==> src/rtl/vx_fetch_sched.sv <==
// vx_fetch_sched: per-core warp fetch scheduler, round-robin over READY warps,
// one outstanding fetch per warp. Define VX_FETCH_SCHED_PERF_EN for perf counters.
`ifndef NUM_THREADS
`define NUM_THREADS 4
`endif
`ifndef NUM_WARPS
`define NUM_WARPS 4
`endif
`ifndef NW_WIDTH
`define NW_WIDTH 2
`endif
`ifndef XLEN
`define XLEN 32
`endif
`ifndef UUID_WIDTH
`define UUID_WIDTH 16
`endif
`ifndef PERF_CTR_BITS
`define PERF_CTR_BITS 44
`endif

module vx_fetch_sched #(
    parameter int unsigned       CORE_ID    = 0,
    parameter int unsigned       THREAD_CNT = `NUM_THREADS,
    parameter int unsigned       WARP_CNT   = `NUM_WARPS,
    parameter logic [`XLEN-1:0]  STARTUP_PC = `XLEN'(32'h80000000)
) (
    input  logic                    clk,
    input  logic                    reset,

    input  logic                    spawn_valid,
    input  logic [`NW_WIDTH-1:0]    spawn_wid,
    input  logic [`XLEN-1:0]        spawn_pc,
    input  logic [THREAD_CNT-1:0]   spawn_tmask,

    input  logic                    unlock_valid,
    input  logic [`NW_WIDTH-1:0]    unlock_wid,
    input  logic                    unlock_halt,
    input  logic [`XLEN-1:0]        unlock_pc,
    input  logic [THREAD_CNT-1:0]   unlock_tmask,

    output logic                    sched_valid,
    input  logic                    sched_ready,
    output logic [`NW_WIDTH-1:0]    sched_wid,
    output logic [`XLEN-1:0]        sched_pc,
    output logic [THREAD_CNT-1:0]   sched_tmask,
    output logic [`UUID_WIDTH-1:0]  sched_uuid,

    output logic [WARP_CNT-1:0]     active_warps,
    output logic                    busy
`ifdef VX_FETCH_SCHED_PERF_EN
    ,
    output logic [`PERF_CTR_BITS-1:0] perf_idle_cycles,
    output logic [`PERF_CTR_BITS-1:0] perf_stall_cycles
`endif
);

    localparam int unsigned NW = `NW_WIDTH;
    localparam int unsigned XW = `XLEN;
    localparam int unsigned UW = `UUID_WIDTH;

    typedef enum logic [1:0] {
        WS_IDLE    = 2'd0,
        WS_READY   = 2'd1,
        WS_PENDING = 2'd2
    } warp_state_e;

    warp_state_e            state_q [WARP_CNT];
    warp_state_e            state_d [WARP_CNT];
    logic [XW-1:0]          pc_q    [WARP_CNT];
    logic [XW-1:0]          pc_d    [WARP_CNT];
    logic [THREAD_CNT-1:0]  tmask_q [WARP_CNT];
    logic [THREAD_CNT-1:0]  tmask_d [WARP_CNT];

    logic [NW-1:0]          rr_ptr_q, rr_ptr_d;
    logic [UW-1:0]          uuid_cnt_q, uuid_cnt_d;

    logic                   valid_d;
    logic [NW-1:0]          wid_d;
    logic [XW-1:0]          pc_out_d;
    logic [THREAD_CNT-1:0]  tmask_out_d;
    logic [UW-1:0]          uuid_d;
    logic [WARP_CNT-1:0]    active_d;
    logic                   busy_d;

    logic                   load_en;
    logic                   sel_found;
    logic [NW-1:0]          sel_wid;
    logic [NW-1:0]          scan_wid;

    // State register: warp 0 boots READY, all others IDLE.
    always_ff @(posedge clk or negedge reset) begin
        if (!reset) begin
            for (int w = 0; w < WARP_CNT; w++) begin
                state_q[w] <= (w == 0) ? WS_READY : WS_IDLE;
                pc_q[w]    <= (w == 0) ? STARTUP_PC : XW'(0);
                tmask_q[w] <= (w == 0) ? THREAD_CNT'(1) : THREAD_CNT'(0);
            end
            rr_ptr_q     <= '0;
            uuid_cnt_q   <= '0;
            sched_valid  <= 1'b0;
            sched_wid    <= '0;
            sched_pc     <= '0;
            sched_tmask  <= '0;
            sched_uuid   <= '0;
            active_warps <= WARP_CNT'(1);
            busy         <= 1'b1;
        end else begin
            for (int w = 0; w < WARP_CNT; w++) begin
                state_q[w] <= state_d[w];
                pc_q[w]    <= pc_d[w];
                tmask_q[w] <= tmask_d[w];
            end
            rr_ptr_q     <= rr_ptr_d;
            uuid_cnt_q   <= uuid_cnt_d;
            sched_valid  <= valid_d;
            sched_wid    <= wid_d;
            sched_pc     <= pc_out_d;
            sched_tmask  <= tmask_out_d;
            sched_uuid   <= uuid_d;
            active_warps <= active_d;
            busy         <= busy_d;
        end
    end

    // Next-state: select, unlock and spawn touch disjoint warp states, so no priority is needed.
    always_comb begin
        for (int w = 0; w < WARP_CNT; w++) begin
            state_d[w] = state_q[w];
            pc_d[w]    = pc_q[w];
            tmask_d[w] = tmask_q[w];
        end
        rr_ptr_d    = rr_ptr_q;
        uuid_cnt_d  = uuid_cnt_q;
        valid_d     = sched_valid;
        wid_d       = sched_wid;
        pc_out_d    = sched_pc;
        tmask_out_d = sched_tmask;
        uuid_d      = sched_uuid;
        sel_found   = 1'b0;
        sel_wid     = '0;
        scan_wid    = '0;
        active_d    = '0;
        busy_d      = 1'b0;

        for (int i = 0; i < WARP_CNT; i++) begin
            scan_wid = rr_ptr_q + NW'(i);
            if (!sel_found && state_q[scan_wid] == WS_READY) begin
                sel_found = 1'b1;
                sel_wid   = scan_wid;
            end
        end

        load_en = !sched_valid || sched_ready;
        if (load_en) begin
            valid_d = sel_found;
            if (sel_found) begin
                wid_d            = sel_wid;
                pc_out_d         = pc_q[sel_wid];
                tmask_out_d      = tmask_q[sel_wid];
                uuid_d           = uuid_cnt_q;
                uuid_cnt_d       = uuid_cnt_q + UW'(1);
                rr_ptr_d         = sel_wid + NW'(1);
                state_d[sel_wid] = WS_PENDING;
            end
        end

        if (unlock_valid && state_q[unlock_wid] == WS_PENDING) begin
            if (unlock_halt || unlock_tmask == '0) begin
                state_d[unlock_wid] = WS_IDLE;
            end else begin
                state_d[unlock_wid] = WS_READY;
                pc_d[unlock_wid]    = unlock_pc;
                tmask_d[unlock_wid] = unlock_tmask;
            end
        end

        if (spawn_valid && state_q[spawn_wid] == WS_IDLE && spawn_tmask != '0) begin
            state_d[spawn_wid] = WS_READY;
            pc_d[spawn_wid]    = spawn_pc;
            tmask_d[spawn_wid] = spawn_tmask;
        end

        for (int w = 0; w < WARP_CNT; w++) begin
            active_d[w] = (state_d[w] != WS_IDLE);
        end
        busy_d = |active_d;
    end

`ifdef VX_FETCH_SCHED_PERF_EN
    // Idle: live warps exist but none can issue; stall: fetch stage back-pressure.
    always_ff @(posedge clk or negedge reset) begin
        if (!reset) begin
            perf_idle_cycles  <= '0;
            perf_stall_cycles <= '0;
        end else begin
            if (busy && !sel_found && !sched_valid) begin
                perf_idle_cycles <= perf_idle_cycles + `PERF_CTR_BITS'(1);
            end
            if (sched_valid && !sched_ready) begin
                perf_stall_cycles <= perf_stall_cycles + `PERF_CTR_BITS'(1);
            end
        end
    end
`endif

`ifndef SYNTHESIS
    always_ff @(posedge clk) begin
        if (reset && unlock_valid) begin
            assert (state_q[unlock_wid] == WS_PENDING)
                else $error("vx_fetch_sched[%0d]: unlock of non-pending warp %0d", CORE_ID, unlock_wid);
        end
    end
`endif

endmodule

==> config.mk <==
export PLATFORM = sky130hd
export DESIGN_NAME = vx_fetch_sched
export DESIGN_NICKNAME = d
export VERILOG_FILES = /design/src/rtl/vx_fetch_sched.sv
export SDC_FILE = /design/constraint.sdc
export NUM_CORES = 1
export LEC_CHECK = 0
export BUFFER_PORTS_ARGS = -buffer_cell sky130_fd_sc_hd__clkbuf_2
export CAP_MARGIN = 20
export CORE_ASPECT_RATIO = 1.2
export CORE_MARGIN = 3
export CORE_UTILIZATION = 63
export DETAILED_ROUTE_END_ITERATION = 7
export GPL_TIMING_DRIVEN = 0
export PLACE_DENSITY_LB_ADDON = 0.08
export SLEW_MARGIN = 20
export SYNTH_ARGS = -nofsm -noshare
export SYNTH_HDL_FRONTEND = slang
export SYNTH_SLANG_ARGS = --single-unit
==> constraint.sdc <==
create_clock -name clk -period 6.4 [get_ports clk]
set_clock_uncertainty 0.15 [all_clocks]
set_input_delay 1.28 -clock clk [delete_from_list [all_inputs] [get_ports clk]]
set_output_delay 1.28 -clock clk [all_outputs]
set_load 0.02 [all_outputs]
# After elaboration in Yosys (flattened, before gate mapping)
# Cells that the tools add are included.
# word_totals
register_bits	230
input_bits	82
word_cells	144
# classes
addsub	5
order_cmp	10
eq_ne	5
n_mux	61
bitwise_logic	18
reduce_logical	24
# ops
op	n
$mux W128	3
$bwmux W128	2
$demux W32 S2	2
$mux W32	4
$bmux W32 S2	1
$mux W16	3
$mux W8	5
$mux W2	19
$bwmux W16	2
$bmux W2 S2	6
$ge A3 B3 Y1 const B	7
$not A2 Y3	7
$add A16 B1 Y16 const B	1
$demux W4 S2	2
$mux W4	4
$and A4 B4 Y4	3
$demux W2 S2	3
$not A4 Y4	3
$or A4 B4 Y4	3
$logic_and A1 B1 Y1	9
$lt A3 B1 Y1 const B	3
$and A8 B8 Y8	1
$bmux W4 S2	1
$eq A2 B1 Y1 const B	4
13 further kinds	25

# Depth between registers and ports, before layout
# logic_depth
ltp_word	31
depth_mapped	12
ltp_nobuf	10

# Least setup slack after synthesis
# Ideal clock, no wire load.
# synth_path
path_type	input -> register
startpoint	input port unlock_wid[1]
endpoint	register pc_q[124] in the netlist's numbering
setup_ns	0.136
arrival_ns	2.704
t_required_ns	6.114
setup_slack_ns	3.411
path_stages	7
path_cell_list	nand2b_1 nor4b_1 and2_1 clkbuf_1 buf_2 mux2i_1 o21ai_0
# synth_rtl
element	line_no	rtl
start, declared	37	input logic [`NW_WIDTH-1:0] unlock_wid,
end signal, assigned by index	96	pc_q[w] <= (w == 0) ? STARTUP_PC : XW'(0);
end signal, assigned by index	111	pc_q[w] <= pc_d[w];
end, declared	70	logic [XW-1:0] pc_q [WARP_CNT];

# Final worst setup path
# layout_path
startpoint	register state_q[6] in the netlist's numbering
endpoint	register busy
# layout_between
elab_chain_len	30
word_cells_on_any_way	65
cone_classes	order compare (2); eq/ne (5); mux (33); bitwise (9); reduce/logical (16)
# layout_rtl
element	line_no	rtl
start, declared	68	warp_state_e state_q [WARP_CNT];
start signal, assigned by index	95	state_q[w] <= (w == 0) ? WS_READY : WS_IDLE;
start signal, assigned by index	110	state_q[w] <= state_d[w];
$bmux W2 S2	148	if (!sel_found && state_q[scan_wid] == WS_READY) begin
$mux W2 (not written as such) (2 in series)	148	
$eq A2 B1 Y1	148	
$mux W1	148	
$logic_not A1 Y1	148	
$logic_and A1 B1 Y1	148	
$mux W1	148	
$logic_not A1 Y1	148	
(+15 left out)	--	
$mux W8	169	if (unlock_halt || unlock_tmask == '0) begin
$mux W8	168	if (unlock_valid && state_q[unlock_wid] == WS_PENDING) begin
$or A4 B4 Y4 (no source line)	--	
$mux W8 (*)	178	if (spawn_valid && state_q[spawn_wid] == WS_IDLE && spawn_tmask != '0) begin
$reduce_bool A2 Y1 (*)	185	active_d[w] = (state_d[w] != WS_IDLE);
net active_d[2]	83	logic [WARP_CNT-1:0] active_d;
$reduce_or A4 Y1 (*)	187	busy_d = |active_d;
net busy_d	84	logic busy_d;
end signal, assigned	122	busy <= busy_d;
end, declared	50	output logic busy
# Mark *: on every way through the listed nets, which the timed path passes. The rest lies on a longest branch. The select of a mux whose other input is x is not followed.
# A chain may end at the register's enable or synchronous reset.

==> impl_results.md <==
* Outcome: completed
* Total clock sinks at 230
* Gr usage total at 0.312
* Worst-path clk slew at 0.06 ns
* Max-capacitance violation count at 0
* Syn Area/Cell at 10.3 sq um
* Io pins at 142
* Most frequent cells in the layout: 251 x nand2_1, 225 x dfrtp_1, 217 x mux2i_1
* Critical path type: reg -> reg
* HPWL after DPL at 19.7 mm
* Largest family of logic cells by synthesized area: multiplexers
* Largest net degree at the start of global routing at 72
* Crit-path slowest cell: dfstp_2
* Critical path endpoint category: flip-flop
* CTS tree: built
* Post-Syn Area at 10900 sq um
* R2r setup slk at 2.61 ns
* Initial antenna violation count at 0
* Cell Pwr Density at 505 nW/um^2
* Setup bufs post-CTS at 0
* Fill cell count at 1260
* H-tree depth at 1
* Hold_buf cts at 0
* Grt total ovfl at 0
* # setup viols final at 0
* Hold Path Cell Cnt at 2
* Dpl cells at 1422
* Cell Rows at 52
* Adder-Cell Fraction of Synth Area at 0.00571
* TritonCTS Buffers at 23
* Slew Viols, Final at 0
* Number of DRC markers in iteration 0 at 705
* Vias in the first global route at 9034
* RePlAce Congestion at 0.847
* Most used cell, CP: buf_2
* WHS at 0.321 ns
* Setup_tns at 0 ns
* Drt drc at 0
* Compound-cell area share of the yosys netlist at 0.109
* DIE WIDTH at 126 um
* Commonest non-fill, non-tap cell in the layout: nand2_1
* Unrepaired setup endpoints after global routing: no
* TritonRoute pass-1 iters at 5
* Syn_nets at 1149
* Clock buffer depth at 3
* HP Class: reg -> reg
* Ratio of final minimum period to clock period at 0.592
* Multi-input logic area at 4880 sq um
* Period minus WS final at 3.79 ns
* DR vias/cell at 6.03
* Simple-Gate Fraction of Synth Area at 0.119
* Layout area overhead at 17.1%
* Core area at 17000 sq um
* CTS root buffer: clkbuf_16
* Mux cell area share after synthesis at 0.198
* CP peak stage delay at 0.56 ns
* Crit-path max FO at 11
* Syn. warnings at 0
* Number of diodes at 0
* Post-Syn Instances at 1062
* Total vias in the final route at 8825
* Post-synthesis async set-or-reset flop share at 1.00
* Port Buffers at 141
* Routed len/inst at 20.1 um
* Power, Total at 6470 uW
* Post-Synth XOR/XNOR Area at 0.0120
* Die Ht at 150 um
* Die area at 19000 sq um
* Worst slew pin tran at 0.949 ns
* Peak VDD IR at 0.328 mV
* Synth cell types at 37
* WL final at 29.5 mm
* Predominant post-synthesis flop cell: dfrtp_1
* Arrival time worst endpoint at 4.06 ns
* Flip-flop and latch area at 5760 sq um
* Relative slew slack at 0.363
* Cell Chain, Critical Path: nor2b_1 > mux2i_1 > o221ai_1 > buf_2 > buf_2 > ha_1 > inv_1 > o21ai_0 > o2111ai_1 > or4_1
* Sequential-to-total area share from yosys stat at 0.526
* Max frequency at 264 MHz
* Post-cts repair resize count at 0
* Startpoint Class: flip-flop
* Leak pwr at 0.00656 uW
* Initial Utilization at 0.645
* Share of cells above drive strength 1 at 0.171
* Skew-Pair Late Insertion Delay at 0.52 ns
* Non-Filler Instances at 1464
* Global-route wire length before repair at 47.4 mm
* NumNets Final at 1318
* Reg2reg path depth at 10
* ANT nets after route at 0
* Post-synth EDFFs at 0
* Worst Path Required at 6.67 ns
* Fin. Hold Viols at 0
* Seq cells post-synth at 230
[power by group]
part,switching [uW],leakage [uW],internal (uW)
combinational,1570,0.00331,1000
sequential,389,0.00285,2110
clock,564,0.000397,834
[final cells by class]
type | instances | area share
clock buffers | 34 | 0.0543
plain buffers | 71 | 0.0228
repair buffers | 144 | 0.0622
flip-flops and latches | 230 | 0.449
inverters | 9 | 0.00263
well taps | 216 | 0.0211
clock inverters | 8 | 0.00732
multi-input cells | 752 | 0.380
[cell usage after synthesis, drive strengths merged, types with 3 or more instances]
master | instances | share of area
mux2i | 217 | 0.20
nor2b | 4 | 0.0023
dfstp | 5 | 0.012
nor4 | 3 | 0.0023
nand2b | 5 | 0.0029
o2111ai | 4 | 0.0032
o221ai | 37 | 0.030
nand2 | 251 | 0.086
xnor2 | 12 | 0.0096
clkbuf | 45 | 0.015
o21ai | 153 | 0.070
xor2 | 3 | 0.0024
buf | 26 | 0.011
and3 | 5 | 0.0029
inv | 9 | 0.0031
nor4b | 3 | 0.0030
ha | 5 | 0.0057
dfrtp | 225 | 0.51
nand3 | 11 | 0.0050
a21oi | 7 | 0.0032
nor3 | 9 | 0.0041
nor2 | 8 | 0.0027
[stage by stage]
stage / worst slack, ns / area [sq um] / util
4_1_cts: 2.67 / 12800 / 0.755
2_1_floorplan: 3.41 / 10900 / -
6_report: 2.61 / 12800 / 0.755
3_3_place_gp: -0.649 / 11900 / 0.702
5_1_grt: 2.46 / 12800 / 0.755
3_5_place_dp: 2.69 / 12000 / 0.709
[sequential cells by signal (all words and copies together), names as in the netlist]
register,count
pc_q,128
sched_pc,32
sched_uuid,16
tmask_q,16
uuid_cnt_q,16
state_q,8
active_warps,4
sched_tmask,4
rr_ptr_q,2
sched_wid,2
busy,1
sched_valid,1
[path summary, 6_finish.rpt]
| path | from | to |
|---|---|---|
| setup / recovery | state_q[6] | busy |
| hold / removal | sched_uuid[3] | sched_uuid[3] |
| setup reg to reg | state_q[6] | busy |
| hold reg to reg | sched_uuid[3] | sched_uuid[3] |
| max in group asynchronous | reset | pc_q[81] |
| min in group asynchronous | reset | sched_tmask[1] |
[layer usage]
layer | up-vias | global-route usage | share of wire
met4 | 0 | 0.0950 | 0.020
met2 | 333 | 0.536 | 0.50
met1 | 4366 | 0.414 | 0.41
li1 | 4076 | - | -
met3 | 50 | 0.0440 | 0.068
met5 | - | 0 | 0
[kinds of logic after synthesis]
| group | Yosys count |
|---|---|
| buffers and inverters | 80 |
| AND/OR/NAND/NOR | 310 |
| multiplexers | 217 |
| flip-flops | 230 |
| adder cells (fa/ha/maj) | 5 |
| AO/OA/AOI/OAI | 205 |
| XOR/XNOR | 15 |
[critical path, delay by kind of cell (launching register included)]
family / cells / cell delay (ns)
flip-flops: 1 / 0.56
AO/OA/AOI/OAI: 3 / 0.94
multiplexers: 1 / 0.12
AND/OR/NAND/NOR: 2 / 0.86
buffers and inverters: 3 / 0.82
adder cells (fa/ha/maj): 1 / 0.26
Note: power is estimated with default switching activity, not from simulation.
